===== src/rtl/dac3484_link_ctrl.sv =====
// ---------------------------------------------------------------------------
// dac3484_link_ctrl
//
// Bring-up and run-time sequencer for the 4-channel DAC3484 LVDS data
// interface. The controller forces zero data (MUTE), then pulses SYNC, then
// waits for the first valid sample set (ALIGN) and streams data (RUN). In RUN
// it emits one FRAME pulse every FRAME_PERIOD cycles, phase-locked to the
// first streamed sample.
//
// Outputs carry one cycle of latency. The state and every output register are
// loaded together on the same edge. As a result, state_o and the data it
// describes always appear in the same cycle.
//
// Optional build macro: DAC3484_PARITY_EN
//   defined   -> parity is the even parity of the 64 registered dout bits
//   undefined -> parity is tied to 0
// ---------------------------------------------------------------------------
module dac3484_link_ctrl #(
  parameter int MUTE_CYC     = 16,
  parameter int SYNC_CYC     = 4,
  parameter int FRAME_PERIOD = 256,
  parameter int CNT_W        = 16
) (
  input  logic             clk250m,
  input  logic             rst,
  input  logic             en,
  input  logic             resync_req,
  input  logic             din_vld,
  input  logic [15:0]      din0,
  input  logic [15:0]      din1,
  input  logic [15:0]      din2,
  input  logic [15:0]      din3,
  output logic             din_rdy,
  output logic [15:0]      dout0,
  output logic [15:0]      dout1,
  output logic [15:0]      dout2,
  output logic [15:0]      dout3,
  output logic             frame,
  output logic             sync,
  output logic             parity,
  output logic             link_up,
  output logic [2:0]       state_o,
  output logic [CNT_W-1:0] underflow_cnt
);

  typedef enum logic [2:0] {
    S_IDLE  = 3'd0,
    S_MUTE  = 3'd1,
    S_SYNC  = 3'd2,
    S_ALIGN = 3'd3,
    S_RUN   = 3'd4
  } state_e;

  localparam logic [CNT_W-1:0] CNT_ONE    = CNT_W'(1);
  localparam logic [CNT_W-1:0] MUTE_LAST  = CNT_W'(MUTE_CYC - 1);
  localparam logic [CNT_W-1:0] SYNC_LAST  = CNT_W'(SYNC_CYC - 1);
  localparam logic [CNT_W-1:0] FRAME_LAST = CNT_W'(FRAME_PERIOD - 1);

  // Registered state and outputs
  state_e           state_q, state_d;
  logic [CNT_W-1:0] cnt_q, cnt_d;     // MUTE / SYNC dwell counter
  logic [CNT_W-1:0] fcnt_q, fcnt_d;   // FRAME phase counter
  logic [CNT_W-1:0] uf_q, uf_d;       // saturating underflow count
  logic [15:0]      dout0_q, dout0_d;
  logic [15:0]      dout1_q, dout1_d;
  logic [15:0]      dout2_q, dout2_d;
  logic [15:0]      dout3_q, dout3_d;
  logic             frame_q, frame_d;
  logic             sync_q, sync_d;
  logic             parity_q, parity_d;
  logic             din_rdy_q, din_rdy_d;
  logic             link_up_q, link_up_d;

  // Next-state and next-output decode. The priority is en=0, then resync, then normal progression.
  always_comb begin
    // NOTE: every signal gets a default first, so no path through the
    // branches below can leave one unassigned and infer a latch.
    state_d  = state_q;
    cnt_d    = cnt_q;
    fcnt_d   = fcnt_q;
    uf_d     = uf_q;
    dout0_d  = '0;
    dout1_d  = '0;
    dout2_d  = '0;
    dout3_d  = '0;
    frame_d  = 1'b0;

    if (!en) begin
      state_d = S_IDLE;
      cnt_d   = '0;
      fcnt_d  = '0;
    end else if (resync_req &&
                 (state_q == S_SYNC || state_q == S_ALIGN || state_q == S_RUN)) begin
      // Re-run the bring-up sequence; the underflow history is kept.
      state_d = S_MUTE;
      cnt_d   = '0;
      fcnt_d  = '0;
    end else begin
      unique case (state_q)
        S_IDLE: begin
          state_d = S_MUTE;
          cnt_d   = '0;
        end

        S_MUTE: begin
          if (cnt_q == MUTE_LAST) begin
            state_d = S_SYNC;
            cnt_d   = '0;
          end else begin
            cnt_d = cnt_q + CNT_ONE;
          end
        end

        S_SYNC: begin
          if (cnt_q == SYNC_LAST) begin
            state_d = S_ALIGN;
            cnt_d   = '0;
          end else begin
            cnt_d = cnt_q + CNT_ONE;
          end
        end

        S_ALIGN: begin
          // The first valid sample defines the frame phase.
          if (din_vld) begin
            state_d = S_RUN;
            dout0_d = din0;
            dout1_d = din1;
            dout2_d = din2;
            dout3_d = din3;
            frame_d = 1'b1;
            fcnt_d  = CNT_ONE;
          end
        end

        S_RUN: begin
          if (din_vld) begin
            dout0_d = din0;
            dout1_d = din1;
            dout2_d = din2;
            dout3_d = din3;
          end else if (uf_q != '1) begin
            uf_d = uf_q + CNT_ONE;
          end
          frame_d = (fcnt_q == '0);
          fcnt_d  = (fcnt_q == FRAME_LAST) ? '0 : fcnt_q + CNT_ONE;
        end

        default: begin
          // Unused encodings behave as IDLE, and en is high on this path.
          state_d = S_MUTE;
          cnt_d   = '0;
          fcnt_d  = '0;
        end
      endcase
    end

    // These are level outputs that follow the state being entered.
    sync_d    = (state_d == S_SYNC);
    din_rdy_d = (state_d == S_ALIGN) || (state_d == S_RUN);
    link_up_d = (state_d == S_RUN);

`ifdef DAC3484_PARITY_EN
    parity_d = ^{dout0_d, dout1_d, dout2_d, dout3_d};
`else
    parity_d = 1'b0;
`endif
  end

  // State and output registers with synchronous active-high reset
  always_ff @(posedge clk250m) begin
    // NOTE: sequential state is written only with non-blocking assignments,
    // so every register samples the values from before this edge.
    if (rst) begin
      state_q   <= S_IDLE;
      cnt_q     <= '0;
      fcnt_q    <= '0;
      uf_q      <= '0;
      dout0_q   <= '0;
      dout1_q   <= '0;
      dout2_q   <= '0;
      dout3_q   <= '0;
      frame_q   <= 1'b0;
      sync_q    <= 1'b0;
      parity_q  <= 1'b0;
      din_rdy_q <= 1'b0;
      link_up_q <= 1'b0;
    end else begin
      state_q   <= state_d;
      cnt_q     <= cnt_d;
      fcnt_q    <= fcnt_d;
      uf_q      <= uf_d;
      dout0_q   <= dout0_d;
      dout1_q   <= dout1_d;
      dout2_q   <= dout2_d;
      dout3_q   <= dout3_d;
      frame_q   <= frame_d;
      sync_q    <= sync_d;
      parity_q  <= parity_d;
      din_rdy_q <= din_rdy_d;
      link_up_q <= link_up_d;
    end
  end

  assign dout0         = dout0_q;
  assign dout1         = dout1_q;
  assign dout2         = dout2_q;
  assign dout3         = dout3_q;
  assign frame         = frame_q;
  assign sync          = sync_q;
  assign parity        = parity_q;
  assign din_rdy       = din_rdy_q;
  assign link_up       = link_up_q;
  assign state_o       = state_q;
  assign underflow_cnt = uf_q;

endmodule


===== config.mk =====
export PLATFORM = sky130hd
export DESIGN_NAME = dac3484_link_ctrl
export DESIGN_NICKNAME = d
export VERILOG_FILES = /design/src/rtl/dac3484_link_ctrl.sv
export SDC_FILE = /design/constraint.sdc
export NUM_CORES = 1
export LEC_CHECK = 0
export CAP_MARGIN = 5
export CORE_ASPECT_RATIO = 1.5
export CORE_UTILIZATION = 41
export CTS_CLUSTER_SIZE = 24
export DETAILED_ROUTE_END_ITERATION = 10
export PLACE_DENSITY = 0.82
export SYNTH_ARGS = -nofsm -noshare
export SYNTH_HDL_FRONTEND = slang
export SYNTH_SLANG_ARGS = --single-unit

===== constraint.sdc =====
create_clock -name clk250m -period 2.1 [get_ports clk250m]
set_input_delay 0.21 -clock clk250m [delete_from_list [all_inputs] [get_ports clk250m]]
set_output_delay 0.21 -clock clk250m [all_outputs]
set_load 0.02 [all_outputs]

==> impl_metrics.toml, run 1 <==
[run_status]
status = "finished clean"

[power_and_ir_drop]
clkPwrFrac = 0.538
intPower_w = 0.00417
seq_power_share = 0.428
p_comb_frac = 0.034
p_sw_w = 0.00111
vdd_drop_max_mv = 0.600
swShare = 0.211
power_density_mw_per_mm2 = 744
power_w = 0.00528
leakage_nw = 2.50

[floorplan]
die_w_um = 88.3
io_pins = 157
initial_core_util = 0.428
core_area_mm2 = 0.0107
rows = 46
die_h_um = 131
fp.dieArea_mm2 = 0.0116

[clock_tree]
insertion_delay_ns = 0.41
hold_buffers = 0
clkTransAtPathRegs_ns = 0.06
clock-root-buffer = "clkbuf_16"
cts_num_sinks = 119
clockBufferDepth = 2
cts_max_level = 4
cts_tree = "built"
cts_buffers = 17

[drt]
final_antenna_net_count = 0
drcViolationCount = 0
detail_route.first_pass.iterations = 5
vias = 4449
drtIter0Drc = 291
vias_per_cell = 5.46
wire_per_inst_um = 15.6
drt-total-wl_mm = 12.7

[layout]
nNetsFinal = 732
nFillCells = 816
seq_area_mm2 = 0.00239
diodes = 0
final_layout_size_suffix_gt1_frac = 0.118
final_area_mm2 = 0.00710
syn_to_final_growth_pct = 54.9
multi_input_area_mm2 = 0.00210
final_util = 0.663

[job]
cap_viol_max_count = 0

[synthesis]
netlist_instances = 476
synth-async-reset-ratio = 0
synthFlopType = "dfxtp_1"
yosysWarnings = 0
yosysTopAreaCellShare = 0.520
ys_types = 49
synth.area.top_cells = "dfxtp_1 (52%), and2_1 (9.7%), or4_1 (3.1%)"
synth_largest_area_cell = "dfxtp_1"
yosysSeqAreaShare = 0.520
ys_seq_elements = 119
synth_nets = 549
netlist_area_mm2 = 0.00458
avgSynthCellArea_um2 = 9.63
synth_edf_count = 0

[placed_design]
dpl.hpwl_mm = 9.15
pre_cts_slack_ns = -0.360
port_buffers = 155
place.gp.congestion = 0.832
placed_area_mm2 = 0.00647

[hold_path]
hold_class = "primary input to flip-flop"
hold_path_depth = 2

[sta]
setup_viol = 0
relSlewSlack = 0.572
fin_ws_ns = 0.0928
skew_ns = 0.00821
grt_setup_unrepaired = "false"
finalHoldViolations = 0
timing.final.max_slew_violations = 0
fin_crit_sh = 0.956
clock.fmax_mhz = 498
min_period_ns = 2.01
worst_pin_slew_ns = 0.642

[grt]
gr-total-overflow = 0
grt_pass1_vias = 4415
grt_usage = 0.226
grt_max_degree = 65
grt_pass1_wl_mm = 20.4
grt_antenna_before_repair = 0

[critical_path]
end_kind = "flip-flop"
setup.worst_path.start_class = "flip-flop"
cp.required_ns = 2.44
worstPathMaxFanout = 7
r2r.worst_path.cells = 4
criticalPathCategory = "flip-flop to flip-flop"
crit_arrival_ns = 2.35
## timing repair
action | CTS | global route
setup endpoints to repair | 18 | 88
pin swaps | 0 | 2
gates resized for setup | 3 | 4
buffers inserted | 0 | 1
## sequential cells by signal (all words and copies together), names as in the netlist
| register | flops |
|---|---|
| cnt_q | 16 |
| dout0 | 16 |
| dout1 | 16 |
| dout2 | 16 |
| dout3 | 16 |
| fcnt_q | 16 |
| underflow_cnt | 16 |
| state_o | 3 |
| din_rdy | 1 |
| frame | 1 |
| link_up | 1 |
| sync | 1 |
## stage by stage
| step | hold WS, ns | setup TNS (ns) | std cells |
|---|---|---|---|
| floorplan | 0.288 | -0.0230 | 476 |
| global placement | 0.473 | -6.28 | 783 |
| detailed placement | 0.480 | -7.73 | 783 |
| CTS | 0.337 | 0 | 814 |
| global route | 0.354 | 0 | 815 |
| finish | 0.352 | 0 | 815 |
## layout by cell type, fill, tap and decap left out, types with 4 or more instances in the layout
| cell type | netlist | layout |
|---|---|---|
| dfxtp_1 | 119 | 116 |
| inv_1 | 10 | 10 |
| buf_4 | 1 | 31 |
| nand3_1 | 17 | 17 |
| nor4_1 | 10 | 10 |
| a21oi_1 | 27 | 26 |
| o31ai_1 | 18 | 18 |
| clkinvlp_4 | 0 | 6 |
| nor2_1 | 10 | 10 |
| a211oi_1 | 5 | 5 |
| nand4_1 | 15 | 15 |
| a22oi_1 | 18 | 18 |
| xor2_1 | 9 | 9 |
| ha_1 | 4 | 4 |
| o21ai_0 | 15 | 15 |
| and2_1 | 71 | 71 |
| a31oi_1 | 4 | 4 |
| or3_1 | 11 | 10 |
| nand2_1 | 20 | 20 |
| and4_1 | 5 | 5 |
| nor3_1 | 7 | 7 |
| clkdlybuf4s50_1 | 0 | 155 |
| clkbuf_16 | 0 | 17 |
| or4_1 | 19 | 19 |
## layout make-up
cell class                 instances  share of cell area
sequential                       119               0.337
tap                              144              0.0254
clock inverter                    13              0.0210
clock buffer                      18              0.0619
timing repair buffer             187               0.254
inverter                          10             0.00529
multi-input combinational        324               0.296
## worst max-delay path: stages, from the launching register on
cell     delay [ns]
dfxtp_4        0.34
or4b_4         0.56
or3_4          0.39
or4_1          0.49
a21oi_1        0.15
## cells by family after synthesis
group                      synth area share
other                              0.000818
adders and majority gates            0.0109
buffers and inverters                0.0284
muxes                               0.00246
AOI/OAI and AO/OA                     0.141
and+or+nand+nor                       0.275
DFF                                   0.520
xor gates and xnor gates             0.0210
## final timing paths
path	from	to	slack [ns]
worst max-delay path	state_o[1]	underflow_cnt[7]	0.09
worst min-delay path	din2[10]	dout2[10]	0.35
worst max register to register	state_o[1]	underflow_cnt[7]	0.09
worst min register to register	fcnt_q[15]	fcnt_q[15]	0.49
## cell usage after synthesis (all sizes together), types with 2 or more instances
| cell type | n |
|---|---|
| dfxtp | 119 |
| o31ai | 18 |
| nor2b | 2 |
| a22oi | 18 |
| inv | 10 |
| nand3 | 17 |
| or4b | 3 |
| xor2 | 9 |
| o21ai | 16 |
| buf | 3 |
| and4 | 5 |
| and2 | 71 |
| nor4b | 2 |
| a211oi | 5 |
| nor2 | 10 |
| nand3b | 2 |
| a21oi | 27 |
| a31oi | 4 |
| xnor2 | 2 |
| nor4 | 10 |
| or2 | 4 |
| ha | 4 |
| and3 | 3 |
| a221oi | 2 |
| nand2 | 20 |
| or3 | 11 |
| nand4 | 15 |
| clkbuf | 20 |
| o41ai | 2 |
| nand2b | 3 |
| nor3 | 7 |
| or4 | 19 |
## layer usage
layer / share of wire / GRT usage / vias to the layer above / wire, um
met4: 0.031 / 0.120 / 0 / 393
met3: 0.088 / 0.0842 / 35 / 1130
met5: 0 / 0 / - / 0
li1: - / - / 2110 / -
met1: 0.35 / 0.218 / 2075 / 4480
met2: 0.53 / 0.403 / 229 / 6740
## power by group through the flow
stage          logic [W]  clock network, W  registers (W)
2_1_floorplan  0.0000310                 0        0.00231
3_3_place_gp    0.000173                 0        0.00231
3_5_place_dp    0.000177                 0        0.00231
4_1_cts         0.000179           0.00289        0.00226
5_1_grt         0.000190           0.00300        0.00226
6_report        0.000179           0.00284        0.00226
No activity file was read; power rests on OpenSTA's default activity.
==> inputs of run 2 (changes only) <==
- SKIP_LAST_GASP: not set -> 1
==> impl_metrics.toml, run 2 (same netlist as run 1, synthesis figures left out) <==
[floorplan]
io_pins = 157
die_h_um = 131
fp.dieArea_mm2 = 0.0116
rows = 46
die_w_um = 88.3
initial_core_util = 0.428
core_area_mm2 = 0.0107

[power_and_ir_drop]
p_comb_frac = 0.034
clkPwrFrac = 0.538
swShare = 0.211
intPower_w = 0.00417
leakage_nw = 2.50
vdd_drop_max_mv = 0.600
power_density_mw_per_mm2 = 744
p_sw_w = 0.00111
power_w = 0.00528
seq_power_share = 0.428

[layout]
nNetsFinal = 732
layout_commonest_cell = "clkdlybuf4s50_1"
layout_common_cells = "clkdlybuf4s50_1 (155), dfxtp_1 (116), and2_1 (71), buf_4 (31), a21oi_1 (26)"
syn_to_final_growth_pct = 54.9
final_util = 0.663
nFillCells = 816
final_area_mm2 = 0.00710
final_layout_size_suffix_gt1_frac = 0.118
diodes = 0

[sta]
finalHoldViolations = 0
skew_ns = 0.00846
clock.fmax_mhz = 498
grt_setup_unrepaired = "true"
relSlewSlack = 0.565
worst_pin_slew_ns = 0.652
timing.final.max_slew_violations = 0
setup_viol = 0
min_period_ns = 2.01
fin_crit_sh = 0.955
whs_ns = 0.348

[clock_tree]
cts_max_level = 4
cts_num_sinks = 119
clkTransAtPathRegs_ns = 0.06
cts_buffers = 17
hold_buffers = 0
clockBufferDepth = 2
clock-root-buffer = "clkbuf_16"
cts_tree = "built"
insertion_delay_ns = 0.41

[placed_design]
dpl.hpwl_mm = 9.15
port_buffers = 155
placed_area_mm2 = 0.00647
place.gp.congestion = 0.832

[drt]
wire_per_inst_um = 15.6
final_antenna_net_count = 0
vias = 4422
drcViolationCount = 0
drtIter0Drc = 278
vias_per_cell = 5.43
drt-total-wl_mm = 12.8
detail_route.first_pass.iterations = 5

[hold_path]
hold_class = "primary input to flip-flop"
whs_endpoint = "dout2[10]"
worst_hold_startpoint = "din2[10]"
hold_path_depth = 2

[critical_path]
crit_arrival_ns = 2.34
ff2ff_setup_slack_ns = 0.09
worstReg2RegEnd = "underflow_cnt[7]"
r2r.worst_path.cells = 4
setup.worst_path.start_class = "flip-flop"
cp.required_ns = 2.44
timing.rr.start = "state_o[1]"
criticalPathCategory = "flip-flop to flip-flop"
end_kind = "flip-flop"
worstPathMaxFanout = 7

[grt]
grt_pass1_wl_mm = 20.4
grt_max_degree = 65
grt_pass1_vias = 4415
grt_antenna_before_repair = 0
grt_usage = 0.226
gr-total-overflow = 0

[job]
cap_viol_max_count = 0

[run_status]
status = "finished clean"
run 2: cell counts in the layout (fill, tap and decap cells not counted):
No cell type changed its count.
run 2: how the worst max path moves through the flow:
stage	slack [ns]	depth (start not counted)	start	endpoint
finish	0.09	4	state_o[1]	underflow_cnt[7]
global route	0.004	4	cnt_q[7]	cnt_q[15]
CTS	0.0002	4	state_o[1]	underflow_cnt[6]
detailed placement	-0.36	5	resync_req	underflow_cnt[7]
global placement	-0.31	5	resync_req	underflow_cnt[9]
floorplan	-0.02	6	state_o[1]	underflow_cnt[9]
run 2: power by group through the flow:
stage	combinational [W]	sequential (W)	clock, W
after CTS	0.000179	0.00226	0.00289
after global placement	0.000173	0.00231	0
final	0.000179	0.00226	0.00284
after detailed placement	0.000177	0.00231	0
after global routing	0.000190	0.00226	0.00300
after floorplan	0.0000310	0.00231	0
run 2: final cells by class:
class	instances	area, um^2	area share
sequential	119	2390	0.337
timing repair buffer	187	1800	0.254
clock buffer	18	439	0.0619
inverter	10	37.5	0.00529
multi-input combinational	324	2100	0.296
tap	144	180	0.0254
clock inverter	13	149	0.0210
run 2: per-layer routing:
metal | vias to the layer above | part of all wire | global-route usage
met1 | 2069 | 0.36 | 0.218
met5 | - | 0 | 0
li1 | 2108 | - | -
met4 | 0 | 0.036 | 0.120
met3 | 37 | 0.082 | 0.0842
met2 | 208 | 0.53 | 0.403
run 2: critical path: stages, from the launching register on:
cell and delay [ns]:
dfxtp_4 0.34, or4b_4 0.56, or3_4 0.39, or4_1 0.49, a21oi_1 0.15
run 2: what timing repair did:
action / 4_1_cts / 5_1_grt
pin swaps: 0 / 1
cloned: 0 / 0
setup endpoints to repair: 18 / 88
buffers inserted: 0 / 1
hold endpoints to repair: 0 / 0
resized for setup: 3 / 4
run 2: per-stage QoR:
step | cells | TNS, ns | setup WS [ns]
after floorplan | 476 | -0.0230 | -0.0230
after global placement | 783 | -6.28 | -0.311
after detailed placement | 783 | -7.73 | -0.360
after CTS | 814 | 0 | 0.000189
after global routing | 815 | 0 | 0.00387
final | 815 | 0 | 0.0940
